===== src/rtl/rd_line_sched.sv =====
// -----------------------------------------------------------------------------
// rd_line_sched
//   DDR read scheduler for the display read path. Each line_req fetches one
//   video line for every enabled channel from a ping-pong frame store. Lines
//   longer than MAX_BURST beats are split into several bursts. Lines are
//   walked top-down, or bottom-up when rotate_180 was set at frame_start.
//   Returned beats are given line-buffer write addresses.
//
// Ports
//   ddr_clk, ddr_rst          clock, synchronous active-high reset
//   frame_start, line_req     one-cycle control pulses from the vout side
//   rotate_180, frame_idx,
//   ch_en                     frame parameters, sampled at frame_start
//   ddr_rreq/raddr/rd_len/
//   part, ddr_rrdy            read request handshake towards the controller
//   ddr_rdata_en, ddr_rdone   returned beat strobe / burst complete
//   buf_wr_en, buf_wr_addr    line-buffer write port
//   line_cnt, busy,
//   frame_done, err_flags     status ([0] request overrun, [1] beat mismatch)
// -----------------------------------------------------------------------------
module rd_line_sched #(
    parameter int          ADDR_WIDTH      = 27,
    parameter logic [31:0] ADDR_OFFSET     = 32'h0,
    parameter int          H_NUM           = 1920,
    parameter int          V_NUM           = 1080,
    parameter int          DQ_WIDTH        = 32,
    parameter int          PIX_WIDTH       = 24,
    parameter int          LEN_WIDTH       = 16,
    parameter int          MAX_BURST       = 64,
    parameter int          CH_NUM          = 4,
    parameter int          CH_SEL_WIDTH    = 2,
    parameter int          LINE_ADDR_WIDTH = 19,
    parameter int          FRAME_IDX_WIDTH = 1,
    parameter int          BUF_ADDR_WIDTH  = 11
) (
    input  logic                       ddr_clk,
    input  logic                       ddr_rst,
    input  logic                       frame_start,
    input  logic                       line_req,
    input  logic                       rotate_180,
    input  logic [FRAME_IDX_WIDTH-1:0] frame_idx,
    input  logic [CH_NUM-1:0]          ch_en,
    output logic                       ddr_rreq,
    output logic [ADDR_WIDTH-1:0]      ddr_raddr,
    output logic [LEN_WIDTH-1:0]       ddr_rd_len,
    output logic [CH_SEL_WIDTH-1:0]    ddr_part,
    input  logic                       ddr_rrdy,
    input  logic                       ddr_rdata_en,
    input  logic                       ddr_rdone,
    output logic                       buf_wr_en,
    output logic [BUF_ADDR_WIDTH-1:0]  buf_wr_addr,
    output logic [11:0]                line_cnt,
    output logic                       busy,
    output logic                       frame_done,
    output logic [1:0]                 err_flags
);

    localparam int BEATS  = H_NUM * PIX_WIDTH / (8 * DQ_WIDTH);
    localparam int STRIDE = BEATS * 8;
    localparam int BW     = BUF_ADDR_WIDTH - 1;
    localparam int LAW    = LINE_ADDR_WIDTH;

    localparam logic [LAW-1:0]       STRIDE_L   = LAW'(STRIDE);
    // Bottom line base; deliberately truncated to the in-channel address width.
    localparam logic [LAW-1:0]       ROT_BASE   = LAW'((V_NUM - 1) * STRIDE);
    localparam logic [LAW-1:0]       BURST_STEP = LAW'(MAX_BURST * 8);
    localparam logic [LEN_WIDTH-1:0] BEATS_L    = LEN_WIDTH'(BEATS);
    localparam logic [LEN_WIDTH-1:0] MAXB_L     = LEN_WIDTH'(MAX_BURST);
    localparam logic [11:0]          V_NUM_L    = 12'(V_NUM);

    localparam logic [2:0] S_IDLE  = 3'd0;
    localparam logic [2:0] S_REQ   = 3'd1;
    localparam logic [2:0] S_DATA  = 3'd2;
    localparam logic [2:0] S_NEXT  = 3'd3;
    localparam logic [2:0] S_DRAIN = 3'd4;

    // Lowest enabled channel with index >= from; MSB flags that one was found.
    function automatic logic [CH_SEL_WIDTH:0] pick_ch(input logic [CH_NUM-1:0] mask,
                                                      input int from);
        logic [CH_SEL_WIDTH:0] res;
        res = '0;
        for (int i = CH_NUM - 1; i >= 0; i--) begin
            if (i >= from && mask[i]) begin
                res = {1'b1, CH_SEL_WIDTH'(i)};
            end else begin
                res = res;
            end
        end
        return res;
    endfunction

    function automatic logic [LEN_WIDTH-1:0] burst_len(input logic [LEN_WIDTH-1:0] remaining);
        if (remaining > MAXB_L) begin
            return MAXB_L;
        end else begin
            return remaining;
        end
    endfunction

    logic [2:0]                 state_q, state_d;
    logic                       rot_q, rot_d;
    logic [FRAME_IDX_WIDTH-1:0] fidx_q, fidx_d;
    logic [CH_NUM-1:0]          chen_q, chen_d;
    logic [11:0]                line_cnt_q, line_cnt_d;
    logic [1:0]                 pend_q, pend_d;
    logic [1:0]                 err_q, err_d;
    logic [LAW-1:0]             base_q, base_d;
    logic [LAW-1:0]             off_q, off_d;
    logic [CH_SEL_WIDTH-1:0]    ch_q, ch_d;
    logic [LEN_WIDTH-1:0]       issued_q, issued_d;   // beats requested so far for this channel
    logic [LEN_WIDTH-1:0]       len_q, len_d;
    logic [LEN_WIDTH-1:0]       bcnt_q, bcnt_d;       // beats received in the current burst
    logic [BW-1:0]              beat_q, beat_d;       // beat index within the channel's line
    logic                       rreq_q, rreq_d;
    logic [ADDR_WIDTH-1:0]      raddr_q, raddr_d;
    logic                       fdone_q, fdone_d;
    logic                       busy_q;

    logic                       line_done_s;
    logic                       start_line_s;
    logic                       pend_inc_s;
    logic                       pend_dec_s;
    logic [CH_SEL_WIDTH:0]      first_s;
    logic [CH_SEL_WIDTH:0]      next_s;
    logic [LEN_WIDTH-1:0]       cnt_now_s;
    logic [LEN_WIDTH-1:0]       nlen_s;
    logic [LAW-1:0]             line_addr_s;
    logic [BW-1:0]              ch_base_s;

    // Next-state logic for the scheduler FSM and all datapath registers.
    always_comb begin
        state_d      = state_q;
        rot_d        = rot_q;
        fidx_d       = fidx_q;
        chen_d       = chen_q;
        line_cnt_d   = line_cnt_q;
        pend_d       = pend_q;
        err_d        = err_q;
        base_d       = base_q;
        off_d        = off_q;
        ch_d         = ch_q;
        issued_d     = issued_q;
        len_d        = len_q;
        bcnt_d       = bcnt_q;
        beat_d       = beat_q;
        rreq_d       = rreq_q;
        fdone_d      = 1'b0;
        line_done_s  = 1'b0;
        start_line_s = 1'b0;
        pend_inc_s   = 1'b0;
        pend_dec_s   = 1'b0;
        nlen_s       = burst_len(BEATS_L - issued_q);
        first_s      = pick_ch(chen_q, 0);
        next_s       = pick_ch(chen_q, int'(ch_q) + 1);
        // rdone may coincide with the last beat, so include this cycle's beat.
        cnt_now_s    = bcnt_q + LEN_WIDTH'(ddr_rdata_en);

        case (state_q)
            S_IDLE: begin
                if ((line_req || pend_q != 2'd0) && line_cnt_q < V_NUM_L) begin
                    if (!line_req) begin
                        pend_dec_s = 1'b1;
                    end else begin
                        pend_dec_s = 1'b0;
                    end
                    if (chen_q == '0) begin
                        line_done_s = 1'b1;
                    end else begin
                        start_line_s = 1'b1;
                    end
                end else begin
                    state_d = S_IDLE;
                end
            end
            S_REQ: begin
                if (ddr_rrdy) begin
                    state_d = S_DATA;
                    rreq_d  = 1'b0;
                    bcnt_d  = '0;
                end else begin
                    state_d = S_REQ;
                end
            end
            S_DATA: begin
                if (ddr_rdata_en) begin
                    beat_d = beat_q + BW'(1);
                    bcnt_d = bcnt_q + LEN_WIDTH'(1);
                end else begin
                    beat_d = beat_q;
                end
                if (ddr_rdone) begin
                    state_d = S_NEXT;
                    if (cnt_now_s != len_q) begin
                        err_d[1] = 1'b1;
                    end else begin
                        err_d[1] = err_q[1];
                    end
                end else begin
                    state_d = S_DATA;
                end
            end
            S_NEXT: begin
                if (issued_q < BEATS_L) begin
                    len_d    = nlen_s;
                    issued_d = issued_q + nlen_s;
                    off_d    = off_q + BURST_STEP;
                    state_d  = S_REQ;
                    rreq_d   = 1'b1;
                end else if (next_s[CH_SEL_WIDTH]) begin
                    ch_d     = next_s[CH_SEL_WIDTH-1:0];
                    off_d    = '0;
                    len_d    = burst_len(BEATS_L);
                    issued_d = burst_len(BEATS_L);
                    beat_d   = '0;
                    state_d  = S_REQ;
                    rreq_d   = 1'b1;
                end else begin
                    line_done_s = 1'b1;
                    if ((line_cnt_q + 12'd1) < V_NUM_L && pend_q != 2'd0) begin
                        pend_dec_s   = 1'b1;
                        start_line_s = 1'b1;
                    end else begin
                        state_d = S_IDLE;
                    end
                end
            end
            S_DRAIN: begin
                if (ddr_rdone) begin
                    state_d = S_IDLE;
                end else begin
                    state_d = S_DRAIN;
                end
            end
            default: begin
                state_d = S_IDLE;
                rreq_d  = 1'b0;
            end
        endcase

        if (line_done_s) begin
            line_cnt_d = line_cnt_q + 12'd1;
            base_d     = rot_q ? (base_q - STRIDE_L) : (base_q + STRIDE_L);
            beat_d     = '0;
            if ((line_cnt_q + 12'd1) == V_NUM_L) begin
                fdone_d = 1'b1;
                state_d = S_IDLE;
            end else begin
                fdone_d = 1'b0;
            end
        end else begin
            line_cnt_d = line_cnt_q;
        end

        if (start_line_s) begin
            ch_d     = first_s[CH_SEL_WIDTH-1:0];
            off_d    = '0;
            len_d    = burst_len(BEATS_L);
            issued_d = burst_len(BEATS_L);
            beat_d   = '0;
            bcnt_d   = '0;
            state_d  = S_REQ;
            rreq_d   = 1'b1;
        end else begin
            ch_d = ch_d;
        end

        // Requests arriving while a line is in flight are queued, up to three.
        if (state_q != S_IDLE && line_req && line_cnt_q < V_NUM_L) begin
            pend_inc_s = 1'b1;
        end else begin
            pend_inc_s = 1'b0;
        end
        if (pend_inc_s && !pend_dec_s) begin
            if (pend_q == 2'd3) begin
                err_d[0] = 1'b1;
            end else begin
                pend_d = pend_q + 2'd1;
            end
        end else if (!pend_inc_s && pend_dec_s) begin
            pend_d = pend_q - 2'd1;
        end else begin
            pend_d = pend_q;
        end

        // frame_start wins over everything else; a burst already accepted by
        // the controller must still be drained before going idle.
        if (frame_start) begin
            rot_d      = rotate_180;
            fidx_d     = frame_idx;
            chen_d     = ch_en;
            line_cnt_d = '0;
            err_d      = '0;
            fdone_d    = 1'b0;
            pend_d     = line_req ? 2'd1 : 2'd0;
            base_d     = rotate_180 ? ROT_BASE : '0;
            beat_d     = '0;
            rreq_d     = 1'b0;
            case (state_q)
                S_REQ:   state_d = ddr_rrdy ? S_DRAIN : S_IDLE;
                S_DATA:  state_d = ddr_rdone ? S_IDLE : S_DRAIN;
                S_DRAIN: state_d = ddr_rdone ? S_IDLE : S_DRAIN;
                default: state_d = S_IDLE;
            endcase
        end else begin
            rot_d = rot_d;
        end

        line_addr_s = base_d + off_d;
        raddr_d     = ADDR_WIDTH'({fidx_d, ch_d, line_addr_s}) + ADDR_OFFSET[ADDR_WIDTH-1:0];
    end

    // Line-buffer slot of the current channel within the line.
    always_comb begin
        ch_base_s = BW'(int'(ch_q) * BEATS);
    end

    // State and datapath registers with synchronous reset.
    always_ff @(posedge ddr_clk) begin
        if (ddr_rst) begin
            state_q    <= S_IDLE;
            rot_q      <= 1'b0;
            fidx_q     <= '0;
            chen_q     <= '0;
            line_cnt_q <= '0;
            pend_q     <= 2'd0;
            err_q      <= 2'd0;
            base_q     <= '0;
            off_q      <= '0;
            ch_q       <= '0;
            issued_q   <= '0;
            len_q      <= '0;
            bcnt_q     <= '0;
            beat_q     <= '0;
            rreq_q     <= 1'b0;
            raddr_q    <= '0;
            fdone_q    <= 1'b0;
            busy_q     <= 1'b0;
        end else begin
            state_q    <= state_d;
            rot_q      <= rot_d;
            fidx_q     <= fidx_d;
            chen_q     <= chen_d;
            line_cnt_q <= line_cnt_d;
            pend_q     <= pend_d;
            err_q      <= err_d;
            base_q     <= base_d;
            off_q      <= off_d;
            ch_q       <= ch_d;
            issued_q   <= issued_d;
            len_q      <= len_d;
            bcnt_q     <= bcnt_d;
            beat_q     <= beat_d;
            rreq_q     <= rreq_d;
            raddr_q    <= raddr_d;
            fdone_q    <= fdone_d;
            busy_q     <= (state_d != S_IDLE);
        end
    end

    assign ddr_rreq    = rreq_q;
    assign ddr_raddr   = raddr_q;
    assign ddr_rd_len  = len_q;
    assign ddr_part    = ch_q;
    // Beats are written in the cycle they arrive; drained beats are discarded.
    assign buf_wr_en   = ddr_rdata_en && (state_q == S_DATA);
    assign buf_wr_addr = {line_cnt_q[0], ch_base_s + beat_q};
    assign line_cnt    = line_cnt_q;
    assign busy        = busy_q;
    assign frame_done  = fdone_q;
    assign err_flags   = err_q;

endmodule


===== config.mk =====
export PLATFORM = sky130hd
export DESIGN_NAME = rd_line_sched
export DESIGN_NICKNAME = d
export VERILOG_FILES = /design/src/rtl/rd_line_sched.sv
export SDC_FILE = /design/constraint.sdc
export NUM_CORES = 1
export LEC_CHECK = 0
export CAP_MARGIN = 20
export CORE_MARGIN = 5
export CORE_UTILIZATION = 33
export DETAILED_ROUTE_END_ITERATION = 10
export PLACE_DENSITY_LB_ADDON = 0.08
export SLEW_MARGIN = 10
export SYNTH_ARGS = -nofsm -noshare
export SYNTH_HDL_FRONTEND = slang
export SYNTH_SLANG_ARGS = --single-unit

===== constraint.sdc =====
create_clock -name ddr_clk -period 5.36 [get_ports ddr_clk]
set_input_delay 1.072 -clock ddr_clk [delete_from_list [all_inputs] [get_ports ddr_clk]]
set_output_delay 1.072 -clock ddr_clk [all_outputs]
set_load 0.02 [all_outputs]

### After elaboration in Yosys (flattened, before gate mapping)

Cells that the tools add are included.

| cells by class | value |
|---|---|
| add/subtract/negate cells | 14 |
| bitwise operators | 1 |
| mux-type cells | 76 |
| magnitude comparators | 8 |
| equal/unequal tests | 15 |
| reduce and logical (&&, ||, !) cells | 39 |
| multiply operators | 1 |

Operator list:

| cell | count |
|---|---|
| two-way mux 19 bit | 8 |
| two-way mux 16 bit | 6 |
| two-way mux 3 bit | 14 |
| one-hot mux 16 bit (2 select lines) | 1 |
| two-way mux 10 bit | 3 |
| two-way mux 7 bit | 4 |
| two-way mux 2 bit | 13 |
| < comparator 12 x 11 -> 1 bit, second input constant | 2 |
| two-way mux 1 bit | 20 |
| one-hot mux 10 bit (2 select lines) | 1 |
| adder 19 x 10 -> 19 bit, second input constant | 1 |
| adder 19 x 11 -> 19 bit, second input constant | 1 |
| adder 19 bit | 1 |
| subtractor 19 x 11 -> 19 bit, second input constant | 1 |
| adder 16 x 1 -> 16 bit | 1 |
| adder 16 x 1 -> 16 bit, second input constant | 1 |
| adder 16 bit | 1 |
| greater-than comparator 16 x 7 -> 1 bit, second input constant | 1 |
| < comparator 16 x 8 -> 1 bit, second input constant | 1 |
| inequality test 16 bit | 1 |
| subtractor 8 x 16 -> 16 bit, first input constant | 1 |
| one-hot mux 3 bit (5 select lines) | 1 |
| adder 12 x 1 -> 12 bit, second input constant | 1 |
| == test 12 x 11 -> 1 bit, second input constant | 1 |
| other kinds (33) | 68 |

| storage, ports and cells | value |
|---|---|
| logic and storage cells | 176 |
| bits of input ports | 13 |
| bits in registers | 153 |
| output and inout bits | 74 |

### Longest topological paths before layout

| depth | value |
|---|---|
| depth in word-level cells | 15 |
| mapped depth | 22 |

### Worst setup path after synthesis

OpenSTA, ideal clock, no wires.

| timing | value |
|---|---|
| path kind | reg2reg |
| from | register ch_q[0], in the netlist ddr_part[0] |
| to | register raddr_q[18], in the netlist ddr_raddr[18] |
| period minus slack after synthesis | 5285 ps |
| library setup time | 131 ps |
| path buffers | 2 |
| arrival time | 5153 ps |
| data required time | 5229 ps |
| cell stages (with the launch flop) | 22 |
| setup slack | 75 ps |
| path through | dfxtp_1 inv_1 ha_1 o21ai_0 a21boi_0 and3b_1 clkbuf_1 nand2_1 a211oi_1 nor2_1 clkbuf_1 and3_1 ha_1 fa_1 a211o_1 a21oi_1 o2bb2ai_1 o311ai_0 a31o_2 or4_1 nand4_1 nor3b_1 |

| on the way | value |
|---|---|
| elaborated cells between the ends (all ways) | 26 |
| those cells by class | add/sub: 2; order compare: 4; mux: 16; reduce/logical: 4 |

RTL lines:

| what | line | text |
|---|---|---|
| from (decl) | 109 | `logic [CH_SEL_WIDTH-1:0] ch_q, ch_d;` |
| from (signal assigned) | 348 | `ch_q <= ch_d;` |
| adder 2 x 1 -> 3 bit (*) | 154 | `next_s = pick_ch(chen_q, int'(ch_q) + 1);` |
| >= comparator 2 x 3 -> 1 bit | 83 | `if (i >= from && mask[i]) begin` |
| logical AND 1 bit | 83 |  |
| two-way mux 3 bit (3 in a row) | 83 |  |
| two-way mux 3 bit (*) | 83 |  |
| two-way mux 1 bit / two-way mux 19 bit (equally long branches) | 209 | `end else if (next_s[CH_SEL_WIDTH]) begin` |
| two-way mux 1 bit / two-way mux 19 bit (equally long branches) | 203 | `if (issued_q < BEATS_L) begin` |
| one-hot mux 1 bit (2 select lines) / two-way mux 19 bit (equally long branches) | 158 | `case (state_q)` |
| two-way mux 19 bit (*) | 254 | `if (start_line_s) begin` |
| via off_d[0] | 108 | `logic [LAW-1:0] off_q, off_d;` |
| adder 19 bit (*) | 308 | `line_addr_s = base_d + off_d;` |
| to (signal assigned) | 354 | `raddr_q <= raddr_d;` |
| to (decl) | 115 | `logic [ADDR_WIDTH-1:0] raddr_q, raddr_d;` |

The timed path passes the listed nets; every way through them passes the cells marked *.
A chain may end at the register's enable or synchronous reset.

### Worst setup path after layout

| timing | value |
|---|---|
| from | register ch_q[0], in the netlist ddr_part[0] |
| to | register raddr_q[15], in the netlist ddr_raddr[15] |

The elaborated chain is that of the path after synthesis.

==> flow_summary_export.csv <==
group,metric,value,unit
floorplanning,rows,60,
clock_network,htree_num_levels,4,
clock_network,cts_resized,0,
timing,period_needed,4.87,ns
logic_synthesis,synth_seq_cells,145,
pwr,p_per_area,249,nW/um2
timing,final_critical_path_setup_slack,0.487,ns
timing,worstMarginPinSlew,0.992,ns
detailed_routing,antenna_violating_nets_post_route,0,
detailed_routing,routed_wl,25800,um
floorplanning,initial_utilization,33.5,%
hold_path,worst_hold_path_type,"flip-flop to flip-flop",
worst_setup_path,critPathBufInv,2,
clock_network,number_of_cts_inserted_buffers,17,
logic_synthesis,synth_cell_types,71,
job,max_cap_violations,0,
clock_network,cts_clock_pin_slew_for_the_worst_setup_and_hold_paths,0.07,ns
finish,finalCoreUtilization,40.4,%
timing,hold_viol,0,
floorplanning,die_h,175,um
worst_setup_path,delay_of_the_slowest_cell_on_the_worst_path,0.45,ns
placement,numPlacedInstances,1518,
logic_synthesis,synthTopCellsByCount,"sky130_fd_sc_hd__dfxtp_1 (145), sky130_fd_sc_hd__nor2_1 (134), sky130_fd_sc_hd__nand2_1 (73)",
logic_synthesis,async_flop_share,0,%
global_route,antenna_found_initial,1,
detailed_routing,detailedRoute.firstPassIterationCount,5,
detailed_routing,dr_total_vias,8145,
logic_synthesis,synth-main-ff-cell,"sky130_fd_sc_hd__dfxtp_1",
worst_setup_path,slowest_stage,"sky130_fd_sc_hd__dfxtp_1",
clock_network,clock_path_buffers,2,
floorplanning,floorplan.core_area,26900,um2
detailed_routing,routed_via_density,5.25,
global_route,grt_max_degree,37,
finish,final_net_count,1265,
worst_setup_path,required_time_at_the_endpoint_of_the_critical_path,5.67,ns
worst_setup_path,chain_of_cells_forming_the_critical_path,"inv_1, ha_1, o21ai_0, a21boi_1, and3b_1, nand2_1, a211oi_1, nor2_1, buf_4, and3_1, ha_1, a21o_1, a21o_1, a211oi_1, o41ai_1, o31ai_1, a21oi_1, o31ai_1, mux2_2",
clock_network,tritoncts,"built",
worst_setup_path,timing.critical_path.to,"ddr_raddr[15]$_SDFF_PP0_",
timing,finalMaxSlewViolations,0,
clock_network,worst_skew_pair.late_latency,0.43,ns
detailed_routing,remaining_drc_errors,0,
global_route,first_pass_grt_wire_length,42000,um
worst_setup_path,number_of_cells_on_the_worst_reg_to_reg_path,19,
worst_setup_path,critPathKind,"flip-flop to flip-flop",
run_status,outcome,"finished, final reports clean",
logic_synthesis,synth.largest_area_cell,"sky130_fd_sc_hd__dfxtp_1",
finish,instances_no_fill,1550,
logic_synthesis,synth.top_cells.by_area,"sky130_fd_sc_hd__dfxtp_1 (32%), sky130_fd_sc_hd__ha_1 (7.2%), sky130_fd_sc_hd__nor2_1 (5.6%)",
logic_synthesis,synth-edff-count,0,
worst_setup_path,crit_family,"compound AO/OA/AOI/OAI gates",
worst_setup_path,type_of_origin_of_the_critical_path,"flip-flop",
worst_setup_path,reg_to_reg_startpoint,"ddr_part[0]$_SDFFE_PP0P_",
pwr,leakage,4.40,nW
worst_setup_path,critical_path_capture_point_type,"flip-flop",
placement,placement.setup.worst_slack,0.0210,ns
global_route,first_global_vias,7785,
global_route,grt.total_usage,16.8,%
global_route,overflow,0,
worst_setup_path,setup.worst_path.start,"ddr_part[0]$_SDFFE_PP0P_",
clock_network,cts_setup_buffers,0,
finish,post_route_cells_drive_above_1_share,8.27,%
logic_synthesis,synth-seq-area-share,32.3,%
worst_setup_path,timing.reg2reg.setup_slack,0.49,ns
pwr,worst_ir_drop_vdd,0.146,mV
finish,layout.area.seq,2900,um2
timing,finalSetupTns,0,ns
pwr,finalPower,0.00271,W
worst_setup_path,worstReg2RegEnd,"ddr_raddr[15]$_SDFF_PP0_",
logic_synthesis,synth_cells,1113,
timing,setup_viol,0,
floorplanning,die_area,30700,um2
detailed_routing,drt_iter0_drc,469,
placement,final_estimated_routing_congestion_in_global_placement,0.837,
logic_synthesis,synth_most_common_cell,"sky130_fd_sc_hd__dfxtp_1",
clock_network,ctsHoldBuffers,0,
logic_synthesis,netlist.area_leader.share,32.3,%
timing,max-slew-margin-rel,32.2,%
detailed_routing,wire_per_inst,16.6,um
logic_synthesis,post_synth_design_cell_area,9000,um2
timing,fmax,205,MHz
finish,num-fill-cells,2809,
worst_setup_path,cp_max_fo,13,
placement,post-dp-hpwl,19100,um
logic_synthesis,yosysWarningCount,0,
logic_synthesis,syn_area_per_cell,8.08,um2
clock_network,cts-root-buf,"sky130_fd_sc_hd__clkbuf_16",
placement,io_buffers,81,
finish,combined_area_of_the_multi_input_logic_cells,5730,um2
timing,period_share,90.9,%
floorplanning,floorplan.die.width,175,um
clock_network,cts.sink_count,145,
timing,grt_setup_unrepaired,"no",
worst_setup_path,crit_arrival,5.19,ns
finish,insertedDiodeCount,0,
worst_setup_path,critical_path_depth,19,
timing,clock_skew,0.0120,ns
floorplanning,top_level_ports,87,
finish,area_growth_syn_to_layout,20.7,%
sequential cells by signal, summed over array words and instances (netlist names), 2 cells and up:
signal / count
chen_q: 4
line_cnt: 12
err_flags: 2
ddr_rd_len: 16
base_q: 19
bcnt_q: 16
ddr_raddr: 20
beat_q: 10
off_q: 19
state_q: 3
pend_q: 2
issued_q: 16
per-stage QoR:
step / instance area [um2] / hold slack (ns)
global placement: 10300 / 0.435
global route: 10900 / 0.469
finish: 10900 / 0.447
floorplan: 9010 / 0.421
detailed placement: 10300 / 0.435
CTS: 10800 / 0.454
cells in the final DEF, fill, tap and decap left out, types with 9 or more instances in the layout:
cell type	n
sky130_fd_sc_hd__and4_1	9
sky130_fd_sc_hd__xor2_1	34
sky130_fd_sc_hd__xnor2_1	48
sky130_fd_sc_hd__a21oi_1	57
sky130_fd_sc_hd__buf_4	41
sky130_fd_sc_hd__and3_1	30
sky130_fd_sc_hd__nand2_1	73
sky130_fd_sc_hd__ha_1	52
sky130_fd_sc_hd__o31ai_1	12
sky130_fd_sc_hd__a22oi_1	9
sky130_fd_sc_hd__nor2_1	134
sky130_fd_sc_hd__a211oi_1	14
sky130_fd_sc_hd__nor3_1	42
sky130_fd_sc_hd__dfxtp_1	145
sky130_fd_sc_hd__or2_2	13
sky130_fd_sc_hd__nand2b_1	13
sky130_fd_sc_hd__a31oi_1	13
sky130_fd_sc_hd__or3_1	10
sky130_fd_sc_hd__and2_1	48
sky130_fd_sc_hd__a21o_1	15
sky130_fd_sc_hd__o21ai_0	47
sky130_fd_sc_hd__nand3_1	30
sky130_fd_sc_hd__nand4_1	20
sky130_fd_sc_hd__clkdlybuf4s50_1	80
sky130_fd_sc_hd__inv_1	32
sky130_fd_sc_hd__nor4_1	9
sky130_fd_sc_hd__nor2b_1	16
sky130_fd_sc_hd__clkbuf_16	17
area by class of cell:
type	count	share of cell area (%)
Multi-Input combinational cell	878	52.8
Sequential cell	145	26.7
Timing Repair Buffer	122	10.3
Tap cell	341	3.93
Clock buffer	17	3.92
Clock inverter	15	1.28
Inverter	32	1.11
cell families (layout without fill, tap and decap cells):
family,after synthesis,count (layout),synth area share [%]
and+or+nand+nor,481,481,27.5
muxes,12,12,1.39
other,1,5,0.0417
xor gates and xnor gates,82,82,7.98
adders and majority gates,56,56,8.12
AOI/OAI and AO/OA,242,242,18.1
buffers and inverters,94,186,4.63
DFF,145,145,32.3
per-layer routing:
metal  share of wire [%]  vias to the layer above  global-route usage (%)
li1                    -                     4149                       -
met1                  51                     3843                    23.8
met2                  45                      136                    27.2
met3                 3.1                       17                    2.60
met4                0.82                        0                    3.24
met5                   0                        -                       0
how the worst min path moves through the flow:
stage / start / to / depth (start not counted)
3_3_place_gp: base_q[2]$_SDFF_PP0_ / base_q[2]$_SDFF_PP0_ / 1
3_5_place_dp: off_q[3]$_SDFF_PP0_ / off_q[3]$_SDFF_PP0_ / 1
4_1_cts: err_flags[1]$_SDFFE_PP0P_ / err_flags[1]$_SDFFE_PP0P_ / 2
6_report: err_flags[1]$_SDFFE_PP0P_ / err_flags[1]$_SDFFE_PP0P_ / 2
5_1_grt: base_q[3]$_SDFF_PP0_ / base_q[3]$_SDFF_PP0_ / 1
2_1_floorplan: off_q[0]$_SDFF_PP0_ / off_q[0]$_SDFF_PP0_ / 1
where the power goes:
group	internal [W]	total, W	switching, W	leakage [nW]
Clock	0.000618	0.00117	0.000552	0.279
Combinational	0.000162	0.000410	0.000248	2.95
Sequential	0.00110	0.00113	0.0000240	1.18
Total	0.00188	0.00271	0.000824	4.40
worst min-delay path, cell delays in order, from the launching register on:
cell and delay (ns):
sky130_fd_sc_hd__dfxtp_1 0.31, sky130_fd_sc_hd__inv_1 0.05, sky130_fd_sc_hd__a21oi_1 0.05
(Power assumes the default switching activity.)
